`src/rtl/chu_led_pattern.sv`:
```
// chu_led_pattern: MMIO slot core driving a W-bit LED bank in static, blink or rotate-chase mode
module chu_led_pattern #(
    parameter int W     = 8,
    parameter int CNT_W = 32
) (
    input  logic         clk,
    input  logic         reset_n,
    input  logic         cs,
    input  logic         read,
    input  logic         write,
    input  logic [4:0]   addr,
    input  logic [31:0]  wr_data,
    output logic [31:0]  rd_data,
    output logic [W-1:0] dout
);
    logic [2:0]       ctrl;
    logic [W-1:0]     pattern, shreg, seed, led;
    logic [CNT_W-1:0] prescale, cnt;
    logic [15:0]      steps;
    logic             phase, wr_en, cfg_wr, tick, en;
    logic [1:0]       mode, a;

    always_comb begin
        a       = addr[1:0];
        mode    = ctrl[1:0];
        en      = ctrl[2];
        wr_en   = cs && write;
        cfg_wr  = wr_en && (a != 2'd3);
        tick    = en && !cfg_wr && (cnt == prescale);
        seed    = (a == 2'd1) ? wr_data[W-1:0] : pattern;
        led     = !en ? '0 : (mode == 2'd0) ? pattern : (mode == 2'd1) ? (phase ? '0 : pattern) : shreg;
        rd_data = (a == 2'd0) ? {29'b0, ctrl} :
                  (a == 2'd1) ? 32'(pattern) :
                  (a == 2'd2) ? 32'(prescale) : {16'b0, steps};
    end

    // a config write restarts the sequence from the seed and drops any coincident tick
    always_ff @(posedge clk or negedge reset_n) begin
        if (!reset_n) begin
            ctrl     <= '0;
            pattern  <= '0;
            prescale <= '0;
            cnt      <= '0;
            shreg    <= '0;
            phase    <= 1'b0;
            steps    <= '0;
            dout     <= '0;
        end else begin
            dout <= led;
            if (cfg_wr) begin
                if (a == 2'd0) ctrl <= wr_data[2:0];
                if (a == 2'd1) pattern <= wr_data[W-1:0];
                if (a == 2'd2) prescale <= wr_data[CNT_W-1:0];
                cnt   <= '0;
                steps <= '0;
                phase <= 1'b0;
                shreg <= seed;
            end else if (en) begin
                cnt <= tick ? '0 : cnt + 1'b1;
                if (tick) begin
                    steps <= steps + 16'd1;
                    if (mode == 2'd1) phase <= ~phase;
                    if (mode == 2'd2) shreg <= {shreg[W-2:0], shreg[W-1]};
                    if (mode == 2'd3) shreg <= {shreg[0], shreg[W-1:1]};
                end
            end else begin
                cnt <= '0;
            end
        end
    end
endmodule

```
`config.mk`:
```
export PLATFORM = sky130hd
export DESIGN_NAME = chu_led_pattern
export DESIGN_NICKNAME = d
export VERILOG_FILES = /design/src/rtl/chu_led_pattern.sv
export SDC_FILE = /design/constraint.sdc
export NUM_CORES = 1
export LEC_CHECK = 0
export BUFFER_PORTS_ARGS = -buffer_cell sky130_fd_sc_hd__buf_2
export CAP_MARGIN = 10
export CORE_MARGIN = 1
export CORE_UTILIZATION = 50
export DETAILED_ROUTE_END_ITERATION = 10
export PLACE_DENSITY = 0.71
export SLEW_MARGIN = 40
export SYNTH_ARGS = -nofsm -noshare
export SYNTH_HDL_FRONTEND = slang
export SYNTH_SLANG_ARGS = --single-unit
```
`constraint.sdc`:
```
create_clock -name clk -period 2.75 [get_ports clk]
set_input_delay 0.275 -clock clk [delete_from_list [all_inputs] [get_ports clk]]
set_output_delay 0.275 -clock clk [all_outputs]
set_load 0.02 [all_outputs]
```
Word level (Yosys, flattened, before mapping). Cells that the tools add are included.

Register bits: 108. Input port bits: 42. Output and inout bits: 40. Word-level logic and storage cells: 57.

Add/sub/neg operators: 2. Equal/unequal tests: 7. Mux-type cells: 23. Bitwise logic cells: 1. Reductions and logical operators: 16.

Operators by type and width (count): 32-bit 2-to-1 mux (6); 8-bit 2-to-1 mux (10); 16-bit 2-to-1 mux (3); 32-bit by 1-bit adder with 32-bit output, second input constant (1); 32-bit == test (1); 16-bit by 1-bit adder with 16-bit output, second input constant (1); 2-bit == test, second input constant (3); 2-bit AND reduction (3); 3-bit AND reduction (2); 2-bit nonzero test (3); 2-bit by 1-bit == test with 1-bit output, second input constant (2); 1-bit logical AND (4); 2-bit logical NOT (2); 1-bit 2-to-1 mux (4); 3-bit nonzero test (1); 2-bit inequality test, second input constant (1); 1-bit logical NOT (1); 1-bit inverter (1).

Depth between registers and ports, before layout. Gate-level depths: netlist of the first run.

Depth in word-level cells: 8. Mapped depth: 7. Depth with buffers taken out: 6.

Worst setup path after synthesis of the first run. No wires, ideal clock.

Path type: reg-to-reg. From: register cnt[2]. To: register shreg[0]. Setup time: 0.135 ns. Data arrival time: 1.802 ns. Required time: 2.615 ns. Setup slack: 0.813 ns. Cell stages (with the launch flop): 8. Buffers on the path: 2. Clock period less this slack: 1.937 ns. Cell sequence: dfrtp_1 buf_2 xor2_1 nor4_4 nand4_4 buf_2 o41ai_1 o22ai_1.

Word-level cells in the longest chain between the ends: 4.

RTL lines: start: declaration (line 18) `logic [CNT_W-1:0] prescale, cnt;`; start signal: assignment (line 59) `cnt <= tick ? '0 : cnt + 1'b1;`; 32-bit == test (line 29) `tick = en && !cfg_wr && (cnt == prescale);`; 1-bit logical AND (line 29); 2-bit nonzero test (no source line); 3-bit AND reduction (no source line); end signal: assignment (line 63) `if (mode == 2'd2) shreg <= {shreg[W-2:0], shreg[W-1]};`; end signal: assignment (line 64) `if (mode == 2'd3) shreg <= {shreg[0], shreg[W-1:1]};`; end: declaration (line 17) `logic [W-1:0] pattern, shreg, seed, led;`.

No other way between the ends. A chain may end at the register's enable or synchronous reset.

Worst setup path in the final report of the first run.
From: register cnt[11]. To: register steps[8].

Word-level cells in the longest chain between the ends: 4.

RTL lines: 32-bit == test (line 29); 1-bit logical AND (line 29); 2-bit nonzero test (no source line); 2-bit AND reduction (no source line); end signal: assignment (line 61) `steps <= steps + 16'd1;`; end: declaration (line 19) `logic [15:0] steps;`.

No other way between the ends.

==> results.md, run 1 <==
* Die area at 12450 sq um
* Share of cells above drive strength 1 at 26.50%
* Setup crit end kind: flop
* Most frequent cells in the layout: dfrtp_1, buf_2, xor2_1
* Worst-Skew Late Latency at 0.36 ns
* Worst Path Arrival at 2.49 ns
* Setup TNS at 0 ns
* DIE WIDTH at 111.6 microns
* WL/cell at 17.69 microns
* Peak VDD IR at 0.3772 mV
* DRT iter0 DRCs at 186
* H-tree level count at 3
* Setup ws final at 0.5394 ns
* Initial Util at 51.93%
* Final instance area at 6829 sq um
* Max-Cap Viols at 0
* Syn nets at 620
* Via count at 4565
* Critical-path maximum fanout at 37
* Crit Path Category: flop to flop
* Post-synth EDFFs at 0
* Commonest non-fill, non-tap cell in the layout: dfrtp_1
* HP Class: input port to flop
* Synth cell types at 40
* Vias in the first global route at 4459
* Seq/Total Area, Yosys at 45.00%
* Placed cell area at 6546 sq um
* CTS tree: done
* Hold Path Depth at 2
* PortBufs at 77
* Detailed Routing Iterations Pass 1 at 7
* Final Hold Vio Count at 0
* Core Area at 11560 sq um
* Residual DRC at 2
* Power per cell area at 600.0 nW/um^2
* Num CTS Buffers at 9
* Clock Path Buffers at 2
* Tot Pwr at 4.097 mW
* Worst slack, placed at 0.5786 ns
* CP startpoint kind: flop
* GRT Overall Usage at 23.39%
* Slew HR at 58.87%
* Gr ovfl total at 0
* R2r worst-path depth at 6
* Async S/R FF share, synth at 100.0%
* FP Rows at 39
* DR vias/cell at 5.764
* Failing checks: design-rule violations
* Diodes inserted at 0
* Final setup violating endpoints at 0
* Post-Syn Area at 6006 sq um
* Reg2Reg Setup Slack at 0.54 ns
* CTS root buffer: clkbuf_16
* TritonCTS sink count at 108
* Synth top area share at 45.00%
* Synth area leaders: dfrtp_1, xor2_1, mux2_2
* Final RePlAce weighted congestion at 0.8297
* Main synth FF type: dfrtp_1
* Detailed placement HPWL at 9905 microns
* ANT nets after route at 0
* First-pass GRT wire length at 22650 microns
* Worst slew pin tran at 0.6169 ns
* RSZ-0062 raised after global routing: false
* Mean post-synth cell area at 10.43 sq um
* Crit path required time at 3.03 ns
* WHS at 0.1491 ns
* I/O pins at 82
* Initial antenna violation count at 0
* Fin crit period at 2.211 ns
* Mapped Cells at 576
* Area delta synth->final at 13.71%
* FMAX at 452.4 MHz
* Die Y at 111.6 microns
* Synthesized flop and latch total at 108
* Final #Nets at 688
* Status: finished, violations left
* Max Slew Vio Count at 0
* Clock transition at the registers of the reported paths at 0.07 ns
* Fin crit share at 80.39%
* Post-synth top area cell: dfrtp_1
* # fillers at 967
* Synth warnings at 0
* Largest net degree at the start of global routing at 60
* Aggregate routed wire length at 14010 microns
* Static Leak at 3.107 nW
* Setup Skew at 0.009636 ns
## critical path: stages (launching register included)
cell and delay [ns]:
dfrtp_1 0.44, xor2_1 0.20, nor4_2 0.41, nand4_4 0.13, buf_4 0.30, or4_1 0.51
a21oi_1 0.14
## sequential cells by signal, indices dropped and copies added (netlist names)
signal / count
pattern: 8
ctrl: 3
cnt: 32
dout: 8
steps: 16
shreg: 8
prescale: 32
phase: 1
## area by class of cell
cell class	instances	area (sq um)	area share (%)
Tap cell	143	178.9	2.620
Sequential cell	108	2703	39.57
Timing Repair Buffer	92	519.2	7.604
Inverter	17	63.81	0.9344
Clock inverter	6	40.04	0.5863
Clock buffer	10	229.0	3.353
Multi-Input combinational cell	416	3095	45.33
## cells by family after synthesis
logic type	synth area share, %
muxes	13.44
AOI/OAI and AO/OA	7.021
buffers and inverters	3.458
DFF	45.00
and+or+nand+nor	21.63
xor gates and xnor gates	9.042
adders and majority gates	0.4166
## cell usage after synthesis, types with 2 or more instances
| master | instances |
|---|---|
| buf_2 | 10 |
| dfrtp_1 | 108 |
| a21oi_1 | 20 |
| nand2_1 | 46 |
| a22o_1 | 5 |
| nand3b_1 | 8 |
| nor4b_2 | 2 |
| o22ai_1 | 8 |
| nand4_1 | 15 |
| and4_1 | 5 |
| inv_1 | 16 |
| nor2_1 | 44 |
| or4_1 | 3 |
| clkbuf_1 | 22 |
| mux2_2 | 39 |
| mux2i_1 | 30 |
| and2_1 | 20 |
| xor2_1 | 54 |
| nor4_2 | 18 |
| nor2b_1 | 11 |
| nand2b_1 | 12 |
| nor3_1 | 3 |
| ha_1 | 2 |
| xnor2_1 | 8 |
| o41ai_1 | 8 |
| and3_1 | 5 |
| mux4_2 | 3 |
| nor4_1 | 3 |
| buf_1 | 3 |
| nand3_1 | 18 |
| o31ai_1 | 3 |
| o21ai_0 | 9 |
| o31a_1 | 8 |
## repair_timing
| item | in CTS | in global routing |
|---|---|---|
| hold endpoints to repair | 0 | 56 |
| hold buffers | 0 | 1 |
| gates resized for setup | 0 | 0 |
| setup buffers | 0 | 0 |
## stage by stage
step / util, % / cells
2_1_floorplan: - / 576
3_3_place_gp: 56.61 / 775
3_5_place_dp: 56.61 / 775
4_1_cts: 58.93 / 791
5_1_grt: 59.05 / 792
6_report: 59.05 / 792
## layer usage
metal	up-vias	track usage [%]	wire length [microns]
met2	103	38.17	6773
met5	-	0	0
met3	21	4.192	548
met1	2284	31.35	6387
li1	2157	-	-
met4	0	8.559	301
## worst paths after layout
kind | start | endpoint
setup / recovery | cnt[11]$_DFF_PN0_ | steps[8]$_DFFE_PN0P_
hold / removal | wr_data[31] | prescale[31]$_DFFE_PN0P_
setup reg to reg | cnt[11]$_DFF_PN0_ | steps[8]$_DFFE_PN0P_
hold reg to reg | cnt[0]$_DFF_PN0_ | cnt[0]$_DFF_PN0_
max in group asynchronous | reset_n | prescale[27]$_DFFE_PN0P_
min in group asynchronous | reset_n | dout[5]$_DFF_PN0_
## where the power goes
group	switching, mW	leakage (nW)	internal (mW)	total, mW
logic	0.484	1.55	0.389	0.874
clock network	0.596	0.133	0.615	1.21
registers	0.233	1.42	1.78	2.01
total	1.31	3.11	2.78	4.10
No activity file was read; power rests on OpenSTA's default activity.
==> run 2, diff against run 1 <==
--- a/config.mk
+++ b/config.mk
@@ -5,12 +5,13 @@
 export SDC_FILE = /design/constraint.sdc
 export NUM_CORES = 1
 export LEC_CHECK = 0
+export ABC_AREA = 1
 export BUFFER_PORTS_ARGS = -buffer_cell sky130_fd_sc_hd__buf_2
 export CAP_MARGIN = 10
 export CORE_MARGIN = 1
 export CORE_UTILIZATION = 50
 export DETAILED_ROUTE_END_ITERATION = 10
-export PLACE_DENSITY = 0.71
+export PLACE_DENSITY = 0.73
 export SLEW_MARGIN = 40
 export SYNTH_ARGS = -nofsm -noshare
 export SYNTH_HDL_FRONTEND = slang
==> constraint.sdc (replaced) <==
create_clock -name clk -period 1.8 [get_ports clk]
set_input_delay 0.18 -clock clk [delete_from_list [all_inputs] [get_ports clk]]
set_output_delay 0.18 -clock clk [all_outputs]
set_load 0.02 [all_outputs]
==> run 2 against run 1 <==
  * The run now ends clean
  * Sequential share of layout area fell by 3.4 points
  * Sequential cell count did not move
  * Core utilization rose by 3.3 points
  * Count of clock-buffer cells in the layout did not move
  * Critical path type unchanged
==> results.md, run 2 <==
* Synthesized-area fraction occupied by adder cells at 0.4052% (-0.011 points)
* Share of cells above drive strength 1 at 22.81% (-3.7 points)
* Die area at 12800 sq um (+2.8%)
* Post-synthesis compound-gate area fraction at 10.56% (+3.5 points)
* Int Pwr at 4.352 mW (+56%)
* CP cell instances: xnor2_2 -> nand2_1 -> nor2_2 -> nand2_1 -> nor2_4 -> nand3_4 -> nand2_8 -> clkinvlp_4 -> nand2_1 -> nand2_1
* Critical-path maximum fanout at 7 (-81%)
* GRT Overall Usage at 26.14% (+2.8 points)
* Post-route insts no fill at 1081 (+36%)
* Synthesized flop and latch total at 108 (unchanged)
* Synth cell types at 38 (-5.0%)
* PortBufs at 77 (unchanged)
* Commonest non-fill, non-tap cell in the layout: nand2_1
* Crit Path Category: flop to flop
* Max Slew Vio Count at 0 (unchanged)
* HP Class: input port to flop
* Crit path top cell by count: nand2_1
* Post-synth EDFFs at 0 (unchanged)
* Gr ovfl total at 0 (unchanged)
* Post-Syn Area at 6176 sq um (+2.8%)
* DR vias/cell at 5.327 (-7.6%)
* Top delay family on crit path: simple AND/OR/NAND/NOR gates
* First-pass GRT wire length at 26280 microns (+16%)
* Synth area leaders: dfrtp_1, nand2_1, nor2_1
* Vias in the first global route at 5434 (+22%)
* Initial antenna violation count at 0 (unchanged)
* Area delta synth->final at 21.35%
* Clock transition at the registers of the reported paths at 0.07 ns (about the same)
* CTS tree: done
* Power per cell area at 875.6 nW/um^2 (+46%)
* Detailed placement HPWL at 11450 microns (+16%)
* WL/cell at 14.83 microns (-16%)
* Static Leak at 3.629 nW (+17%)
* DRT iter0 DRCs at 360 (+94%)
* Clock Path Buffers at 2 (unchanged)
* DIE WIDTH at 113.1 microns (+1.4%)
* Worst slack, placed at 0.06128 ns (-0.5173 ns)
* I/O pins at 82 (unchanged)
* Fraction of power consumed by combinational cells at 23.7% (+2.4 points)
* Seq pwr share at 46.9% (-2.2 points)
* H-tree level count at 3 (unchanged)
* FP Rows at 40 (+2.6%)
* Fin crit share at 98.38% (+18 points)
* RSZ-0062 raised after global routing: true
* Mapped Cells at 806 (+40%)
* Max-Cap Viols at 0 (unchanged)
* Peak VDD IR at 0.7246 mV (+92%)
* Largest family of logic cells by synthesized area: simple AND/OR/NAND/NOR gates
* Crit path required time at 2.05 ns (-0.98 ns)
* Worst path max stage delay at 0.45 ns (-0.06 ns)
* Largest net degree at the start of global routing at 109 (+82%)
* NetSw at 2.210 mW (+68%)
* Clock power share at 29.5% (about the same)
* Final RePlAce weighted congestion at 0.9174 (+11%)
* Regs by FF count: cnt x32, prescale x32, steps x16
* CP max-delay cell: dfrtp_2
* Worst slew pin tran at 0.6412 ns (+0.02426 ns)
* Final Hold Vio Count at 0 (unchanged)
* Async S/R FF share, synth at 100.0% (unchanged)
* TritonCTS sink count at 108 (unchanged)
* XOR/XNOR Fraction of Synth Area at 6.098% (-2.9 points)
* Setup ws final at 0.02909 ns (-0.5103 ns)
* Final #Nets at 973 (+41%)
* Post-synth top area cell: dfrtp_1
* Detailed Routing Iterations Pass 1 at 5 (-2)
* Sw frac at 33.68% (+1.6 points)
* Setup Skew at 0.01036 ns (+0.0007241 ns)
* Most common cell in the netlist: nand2_1
* Diodes inserted at 0 (unchanged)
* Setup crit end kind: flop
* Seq/Total Area, Yosys at 43.76% (-1.2 points)
* Worst-Skew Late Latency at 0.36 ns (about the same)
* Critical path buffers and inverters at 1 (unchanged)
* Commonest cells post-synth: nand2_1, dfrtp_1, nor2_1
* Synth warnings at 0 (unchanged)
* CP startpoint kind: flop
* Num CTS Buffers at 9 (unchanged)
* Final core utilization at 62.40% (+3.3 points)
* Syn nets at 850 (+37%)
* Residual DRC at 0 (-2)
* Aggregate routed wire length at 16030 microns (+14%)
* FMAX at 564.7 MHz (+25%)
* Mean post-synth cell area at 7.662 sq um (-27%)
* Core Area at 12010 sq um (+3.9%)
* Fin crit period at 1.771 ns (-0.4397 ns)
* Multi-input gate area at 3045 sq um (-1.6%)
* Tot Pwr at 6.562 mW (+60%)
* Most frequent cells in the layout: nand2_1, nor2_1, dfrtp_1
* Worst Path Arrival at 2.02 ns (-0.47 ns)
* CTS root buffer: clkbuf_16
* Placed Cells at 1050 (+35%)
* Post-Synth Simple-Gate Area at 28.91% (+7.3 points)
* # fillers at 1086 (+12%)
* Mux cell area share after synthesis at 1.803% (-12 points)
* Die Y at 113.1 microns (+1.4%)
* Synth top area share at 43.76% (-1.2 points)
* Slew HR at 57.26% (-1.6 points)
* Initial Util at 51.42% (-0.51 points)
* Main synth FF type: dfrtp_1
* Via count at 5759 (+26%)
* ANT nets after route at 0 (unchanged)
* Final setup violating endpoints at 0 (unchanged)
* Status: finished clean
* Reg area at 2713 sq um (+0.37%)
## run 2: cell types whose count changed after synthesis, moves of 32 or more
cell / delta
inv_1: +77
mux2_2: -32
nand2_1: +118
nand3_1: +34
nor2_1: +63
o21ai_0: +56
xor2_1: -33
## run 2: cell families after synthesis
kind of cell	count (synthesis)
simple gates	392
xor+xnor	43
flops	108
compound gates	127
mux	10
fa+ha+maj	2
buf+inv	124
## run 2: path summary, 6_finish.rpt
check / start / end / slack [ns] / depth (start not counted)
worst max register to register: cnt[13]$_DFF_PN0_ / steps[13]$_DFFE_PN0P_ / 0.03 / 10
worst min register to register: cnt[31]$_DFF_PN0_ / cnt[31]$_DFF_PN0_ / 0.50 / 1
worst max-delay path: cnt[13]$_DFF_PN0_ / steps[13]$_DFFE_PN0P_ / 0.03 / 10
max in group asynchronous: reset_n / cnt[5]$_DFF_PN0_ / 0.83 / 3
min in group asynchronous: reset_n / prescale[12]$_DFFE_PN0P_ / 0.42 / 3
worst min-delay path: wr_data[15] / prescale[15]$_DFFE_PN0P_ / 0.04 / 2
## run 2: power by group through the flow
stage / sequential, mW / combinational (mW) / clock [mW]
global route: 3.11 / 1.74 / 2.07
CTS: 3.06 / 1.50 / 1.98
finish: 3.07 / 1.55 / 1.93
detailed placement: 3.09 / 1.50 / 0
global placement: 3.09 / 1.46 / 0
floorplan: 3.04 / 1.00 / 0
## run 2: layout make-up
type | count | area share [%]
clock inverter | 6 | 0.6177
tap | 147 | 2.454
inverter | 100 | 5.092
clock buffer | 10 | 3.189
multi-input combinational | 574 | 40.63
timing repair buffer | 136 | 11.82
sequential | 108 | 36.19
## run 2: metal layers
layer / wire length (microns) / GRT usage (%) / part of all wire (%)
met5: 0 / 0 / 0
met4: 355 / 8.684 / 2.2
met3: 818 / 5.142 / 5.1
met2: 8173 / 45.15 / 51
met1: 6685 / 32.85 / 42
## run 2: per-stage QoR
step | TNS (ns) | hold slack, ns | cell area, sq um
after global placement | 0 | 0.3144 | 6968
final | 0 | 0.03803 | 7495
after detailed placement | 0 | 0.3116 | 6968
after global routing | -0.7419 | 0.03703 | 7495
after CTS | 0 | 0.02978 | 7263
after floorplan | 0 | -0.1156 | 6176
## run 2: repair_timing
| item | CTS | global route |
|---|---|---|
| gates resized for setup | 0 | 38 |
| endpoints found under the hold margin | 108 | 0 |
| buffers inserted | 0 | 14 |
| endpoints found under the setup margin | 0 | 48 |
| hold buffers | 1 | 0 |
